`config.mk`:
```
export PLATFORM = sky130hd
export DESIGN_NAME = pipe_skid_reg
export DESIGN_NICKNAME = d
export VERILOG_FILES = /design/src/rtl/pipe_pkg.sv /design/src/rtl/sat_counter.sv /design/src/rtl/pipe_skid_reg.sv
export SDC_FILE = /design/constraint.sdc
export NUM_CORES = 1
export LEC_CHECK = 0
export CORE_MARGIN = 8
export CORE_UTILIZATION = 56
export CTS_BUF_LIST = sky130_fd_sc_hd__clkbuf_2
export DETAILED_ROUTE_END_ITERATION = 16
export PLACE_DENSITY = 0.91
export SLEW_MARGIN = 30
export SYNTH_ARGS = -nofsm -noshare
export SYNTH_HDL_FRONTEND = slang
export SYNTH_SLANG_ARGS = --single-unit
```
`constraint.sdc`:
```
create_clock -name clk -period 5.1 [get_ports clk]
set_input_delay 1.02 -clock clk [delete_from_list [all_inputs] [get_ports clk]]
set_output_delay 1.02 -clock clk [all_outputs]
set_load 0.05 [all_outputs]
```
`src/rtl/pipe_pkg.sv`:
```
// Shared pipeline definitions: skid-stage state encoding, which doubles as occupancy.
package pipe_pkg;

   localparam int unsigned OCC_W = 2;

   localparam logic [OCC_W-1:0] ST_EMPTY = 2'd0;
   localparam logic [OCC_W-1:0] ST_ONE   = 2'd1;
   localparam logic [OCC_W-1:0] ST_FULL  = 2'd2;

endpackage : pipe_pkg

```
`src/rtl/sat_counter.sv`:
```
// Saturating up-counter with synchronous clear; clear wins over increment.
module sat_counter #(
   parameter int unsigned W = 16
) (
   input  logic         clk,
   input  logic         rst_n,
   input  logic         clr,
   input  logic         inc,
   output logic [W-1:0] count
);

   always_ff @(posedge clk or negedge rst_n) begin
      if (!rst_n) begin
         count <= '0;
      end else if (clr) begin
         count <= '0;
      end else if (inc && (count != {W{1'b1}})) begin
         count <= count + W'(1);
      end
   end

endmodule : sat_counter

```
`src/rtl/pipe_skid_reg.sv`:
```
// Pipeline stage register with valid/ready handshake, one-entry skid buffer,
// flush and a saturating stall-cycle counter.
module pipe_skid_reg
   import pipe_pkg::*;
#(
   parameter int unsigned N       = 32,
   parameter int unsigned STALL_W = 16
) (
   input  logic               clk,
   input  logic               rst,
   input  logic               enable,
   input  logic               flush,
   input  logic               in_valid,
   output logic               in_ready,
   input  logic [N-1:0]       in_data,
   output logic               out_valid,
   input  logic               out_ready,
   output logic [N-1:0]       out_data,
   output logic [OCC_W-1:0]   occupancy,
   input  logic               stall_clr,
   output logic [STALL_W-1:0] stall_count
);

   logic [OCC_W-1:0] state, state_nxt;
   logic [N-1:0]     main_q, main_nxt;
   logic [N-1:0]     skid_q, skid_nxt;
   logic             in_fire, out_fire;
   logic             stall_inc;

   // Handshake is a function of registered state and enable only.
   assign in_ready  = enable & (state != ST_FULL);
   assign out_valid = enable & (state != ST_EMPTY);
   assign out_data  = main_q;
   assign occupancy = state;

   assign in_fire   = in_valid & in_ready;
   assign out_fire  = out_valid & out_ready;
   assign stall_inc = (state != ST_EMPTY) & enable & ~out_ready;

   always_ff @(posedge clk or negedge rst) begin
      if (!rst) begin
         state  <= ST_EMPTY;
         main_q <= '0;
         skid_q <= '0;
      end else begin
         state  <= state_nxt;
         main_q <= main_nxt;
         skid_q <= skid_nxt;
      end
   end

   // Next-state and data steering; flush squashes occupancy but leaves data alone.
   always_comb begin
      state_nxt = state;
      main_nxt  = main_q;
      skid_nxt  = skid_q;
      if (flush) begin
         state_nxt = ST_EMPTY;
      end else begin
         case (state)
            ST_EMPTY: begin
               if (in_fire) begin
                  main_nxt  = in_data;
                  state_nxt = ST_ONE;
               end
            end
            ST_ONE: begin
               if (in_fire && out_fire) begin
                  main_nxt = in_data;
               end else if (in_fire) begin
                  skid_nxt  = in_data;
                  state_nxt = ST_FULL;
               end else if (out_fire) begin
                  state_nxt = ST_EMPTY;
               end
            end
            ST_FULL: begin
               if (out_fire) begin
                  main_nxt  = skid_q;
                  state_nxt = ST_ONE;
               end
            end
            default: begin
               state_nxt = ST_EMPTY;
            end
         endcase
      end
   end

   sat_counter #(
      .W (STALL_W)
   ) u_stall_cnt (
      .clk   (clk),
      .rst_n (rst),
      .clr   (stall_clr),
      .inc   (stall_inc),
      .count (stall_count)
   );

endmodule : pipe_skid_reg

```
* Yosys cells after proc, flatten, opt, wreduce, memory -nomap -nowiden
Index checks and enable logic that the tools add are counted. Widths: inputs -> output; s select.
Storage, ports and cells: register bits after elaboration 82, latch bits 0, bits in writable memories 0, memory bits (read-only) 0, output and inout port bits 52, logic and storage cells 46, memories 0
Cells by class: $add $sub $neg 1, multipliers 0, div/mod/pow operators 0, magnitude comparators 0, equality and inequality tests 11, shift-type cells 0, multiplexer cells 13, bitwise gates (word level) 8, reductions and logical operators 9
Operator list (count):
- $mux 32 | 3
- $pmux 32 s3 | 1
- $mux 16 | 2
- $add 16x1->16 const B | 1
- $ne 16x16->1 const B | 1
- $mux 2 | 6
- $ne 3x3->1 const B | 3
- $ne 2x2->1 const B | 4
- $reduce_and 4->1 | 2
- $pmux 2 s3 | 1
- $and 1x1->1 | 5
- $reduce_and 5->1 | 1
- $ne 4x4->1 const B | 1
- $reduce_bool 2->1 | 2
- $not 1->1 | 3
- $reduce_bool 3->1 | 1
- $eq 2x1->1 const B | 1
- $eq 2x2->1 const B | 1
- $logic_and 1x1->1 | 2
- $logic_not 2->1 | 1

* Depth between registers and ports, before layout
depth after elaboration 8, depth in mapped cells 6, gate-level depth less buffers 5

* By module
Synthesis repeated with hierarchy kept, for this count alone.
Unflattened totals: cells, all modules 358, area total of the unflattened synthesis 3966.3 um^2
By module, submodules not included:
- pipe_skid_reg | times used 1, cells an instance 260, area each 3024.2 um^2
- sat_counter | times used 1, cells an instance 98, area each 942.2 um^2

* Least setup slack after synthesis
No wires, ideal clock.
kind register -> output, start register state[1], in the netlist occupancy[1], end output port in_ready, data arrival time 1885 ps, setup slack 2195 ps, stages on the path, launching flop included 5, buffers on the path 2, cell sequence dfrtp_1 > nor2b_1 > clkbuf_1 > buf_2 > nor2b_1
Between the ends: longest elaborated chain between the ends 2
RTL lines:
- start: declaration | RTL line pipe_skid_reg.sv:24 | logic [OCC_W-1:0] state, state_nxt;
- start signal: assignment | RTL line pipe_skid_reg.sv:46 | state <= state_nxt;
- $ne 2x2->1 | RTL line pipe_skid_reg.sv:31 | assign in_ready = enable & (state != ST_FULL);
- $and 1x1->1 | RTL line pipe_skid_reg.sv:31
- end: declaration | RTL line pipe_skid_reg.sv:14 | output logic in_ready,
Every way passes these cells.

* Worst setup path in the final report
start input port enable, end output port in_ready
Between the ends: longest elaborated chain between the ends 1
RTL lines:
- start: declaration | RTL line pipe_skid_reg.sv:11 | input logic enable,
- $and 1x1->1 | RTL line pipe_skid_reg.sv:31
Every way passes these cells.

==> impl_metrics.tcl <==
set metrics [dict create \
    run_status "complete, no violations" \
    placed_cells 448 \
    yosys-top-cells-area "dfrtp_1 (53%), mux2_2 (29%), a21oi_1 (1.8%)" \
    grt_overflow 0 \
    power.density_nw_per_um2 346 \
    finalClockSkew_ns 0.0257 \
    ir_worst_vdd_v 0.000256 \
    crit_arrival_ns 2.56 \
    start_util_pct 57.2 \
    cpMaxStageDelayCell "clkdlybuf4s50_1" \
    slowest_delay_ns 0.81 \
    worst_pin_slew_ns 0.919 \
    syn_inst 290 \
    ant_nets 0 \
    cts_tree "yes" \
    synth.distinct_cells 37 \
    firstDrtPassIters 4 \
    critPathLaunch "enable" \
    cp_cell_sequence "clkdlybuf4s50_1, nor2b_1, clkdlybuf4s50_1" \
    pre_cts_ws_ns 1.52 \
    crit_required_ns 4.08 \
    fin_crit_sh_pct 70.1 \
    path_common_cell "clkdlybuf4s50_1" \
    timing.fmax_mhz 280 \
    r2r_start "u_stall_cnt.count[0]" \
    fin_hold_ws_ns 0.486 \
    syn_area_per_cell_um2 13.3 \
    cp_max_fo 7 \
    swShare_pct 33.7 \
    post-synth-top-count-cell "mux2_2" \
    synth_top_area_share_pct 53.1 \
    intPower_mw 1.13 \
    timing.slew.headroom_pct 38.1 \
    chipWidth_um 99.1 \
    vias 2637 \
    pwr-share-comb_pct 30.5 \
    numCtsBuffers 9 \
    via_per_inst 5.70 \
    synth_fp_nets 330 \
    h-tree-depth 3 \
    finalSetupViolCount 0 \
    die_h_um 99.1 \
    startpoint_type "input pin" \
    antenna_found_initial 0 \
    root_buffer "clkbuf_2" \
    clkSinkCount 82 \
    clkTransAtPathRegs_ns 0.23 \
    p_total_mw 1.71 \
    cts_setup_buffers 0 \
    yosysTopAreaCell "dfrtp_1" \
    fin_ws_ns 1.52 \
    grt_pass1_wl_um 13800 \
    synth_edf_count 0 \
    p_switching_mw 0.576 \
    drt-total-wl_um 8180 \
    p_clk_share_pct 22.4 \
    p_leak_nw 2.08 \
    ys_warn_count 0 \
    synth_flop_cell "dfrtp_1" \
    avgRoutedWirePerCell_um 17.7 \
    hpwlAfterDp_um 5750 \
    rsz0062_at_grt "no" \
    clockBufferDepth 2 \
    ys_seq_area_share_pct 53.1 \
    n_antenna_cell 0 \
    clk_latency_ns 0.51 \
    die_area_um2 9820 \
    synth-seq-cells 82 \
    core_um2 6760 \
    routabilityCongestion 0.839 \
    final_cells 463 \
    ys_async_sr_fraction_pct 100 \
    fin_tns_setup_ns 0 \
    nets 419 \
    groute.usage.overall_pct 17.4 \
    ioPinCount 91 \
    drv_cap 0 \
    rows 30 \
    hold_path_class "in2async" \
    crit_type "in2out" \
    hold_buffers 0 \
    layout-drive-gt1-share_pct 32.4 \
    grt_max_degree 83 \
    syn-cell-area_um2 3870 \
    dr.first_iter.drc_count 79 \
    post-route-drc-count 0 \
    area_delta_synth_final_pct 27.5 \
    io_buffer_count 90 \
    grt_pass1_vias 2845 \
    end_kind "output port" \
    power_frac_seq_pct 47.1 \
    final_max_slew_viol_count 0 \
    yosys-top-cells-count "mux2_2 (98), dfrtp_1 (82), a21oi_1 (14)" \
    min_period_ns 3.58 \
    cts.repair.resized 0 \
    finalHoldViolations 0 \
]
-- per-layer routing --
layer	part of all wire, %	GRT usage (%)
met2	54	31.4
met3	4.4	4.82
met1	40	19.0
met5	0	0
met4	1.6	6.52
-- stage by stage --
step	area [um2]	utilization (%)
after floorplan	3870	-
after global placement	4790	70.9
after CTS	4930	73.0
final	4930	73.0
after global routing	4930	73.0
after detailed placement	4790	71.0
-- path summary, 6_finish.rpt --
kind                       slack (ns)                   end  cells after the start
setup / recovery                 1.52              in_ready                      3
hold / removal                   0.49            skid_q[27]                      1
setup reg to reg                 3.05  u_stall_cnt.count[1]                      5
hold reg to reg                  0.53          out_data[19]                      1
max in group asynchronous        4.07          out_data[13]                      1
min in group clk                 0.53          out_data[19]                      1
-- cells by family after synthesis --
family	share of synthesized area (%)
adders and majority gates	0.323
buffers and inverters	2.91
DFF	53.1
and+or+nand+nor	9.58
AOI/OAI and AO/OA	4.34
muxes	29.6
xor gates and xnor gates	0.227
-- final cells by class --
class,count,area (um2)
clock buffers,9,45.0
clock inverters,6,90.1
fillers,470,1830
inverters,2,7.51
multi-input cells,191,1710
flip-flops and latches,82,2050
well taps,80,100
repair buffers,93,925
-- worst max-delay path, delay by kind of cell --
kind	cells	cell delay (ns)
buffers and inverters	2	1.37
and+or+nand+nor	1	0.16
-- power groups by stage --
stage | Combinational [mW] | Sequential, mW | Clock (mW)
after floorplan | 0.128 | 1.01 | 0
after global placement | 0.517 | 0.808 | 0
after detailed placement | 0.526 | 0.816 | 0
after CTS | 0.528 | 0.804 | 0.396
after global routing | 0.548 | 0.817 | 0.421
final | 0.521 | 0.803 | 0.382
-- cell usage in the layout, fill, tap and decap left out, types with 2 or more instances in the layout --
cell type,Yosys,routed
mux2_2,98,98
clkdlybuf4s50_1,0,89
dfrtp_1,82,82
a21oi_1,14,14
clkbuf_2,0,9
nand2_1,8,8
nor2b_1,7,6
o31ai_1,6,6
nor2_1,6,6
or4_1,5,5
or3_1,5,5
nand3_1,4,4
nand4_1,4,4
nor4_1,4,4
o21ai_0,4,4
and3_1,3,3
buf_4,1,3
or2_1,2,2
and2_1,2,2
mux2_4,2,2
nor3_1,2,2
nor4b_1,2,2
inv_1,2,2
bufinv_16,0,2
inv_6,0,2
-- flip-flops by register name, summed over array words and instances, names as in the netlist --
| register | flops |
|---|---|
| occupancy | 2 |
| skid_q | 32 |
| out_data | 32 |
| u_stall_cnt.count | 16 |
Note: power is estimated with default switching activity, not from simulation.
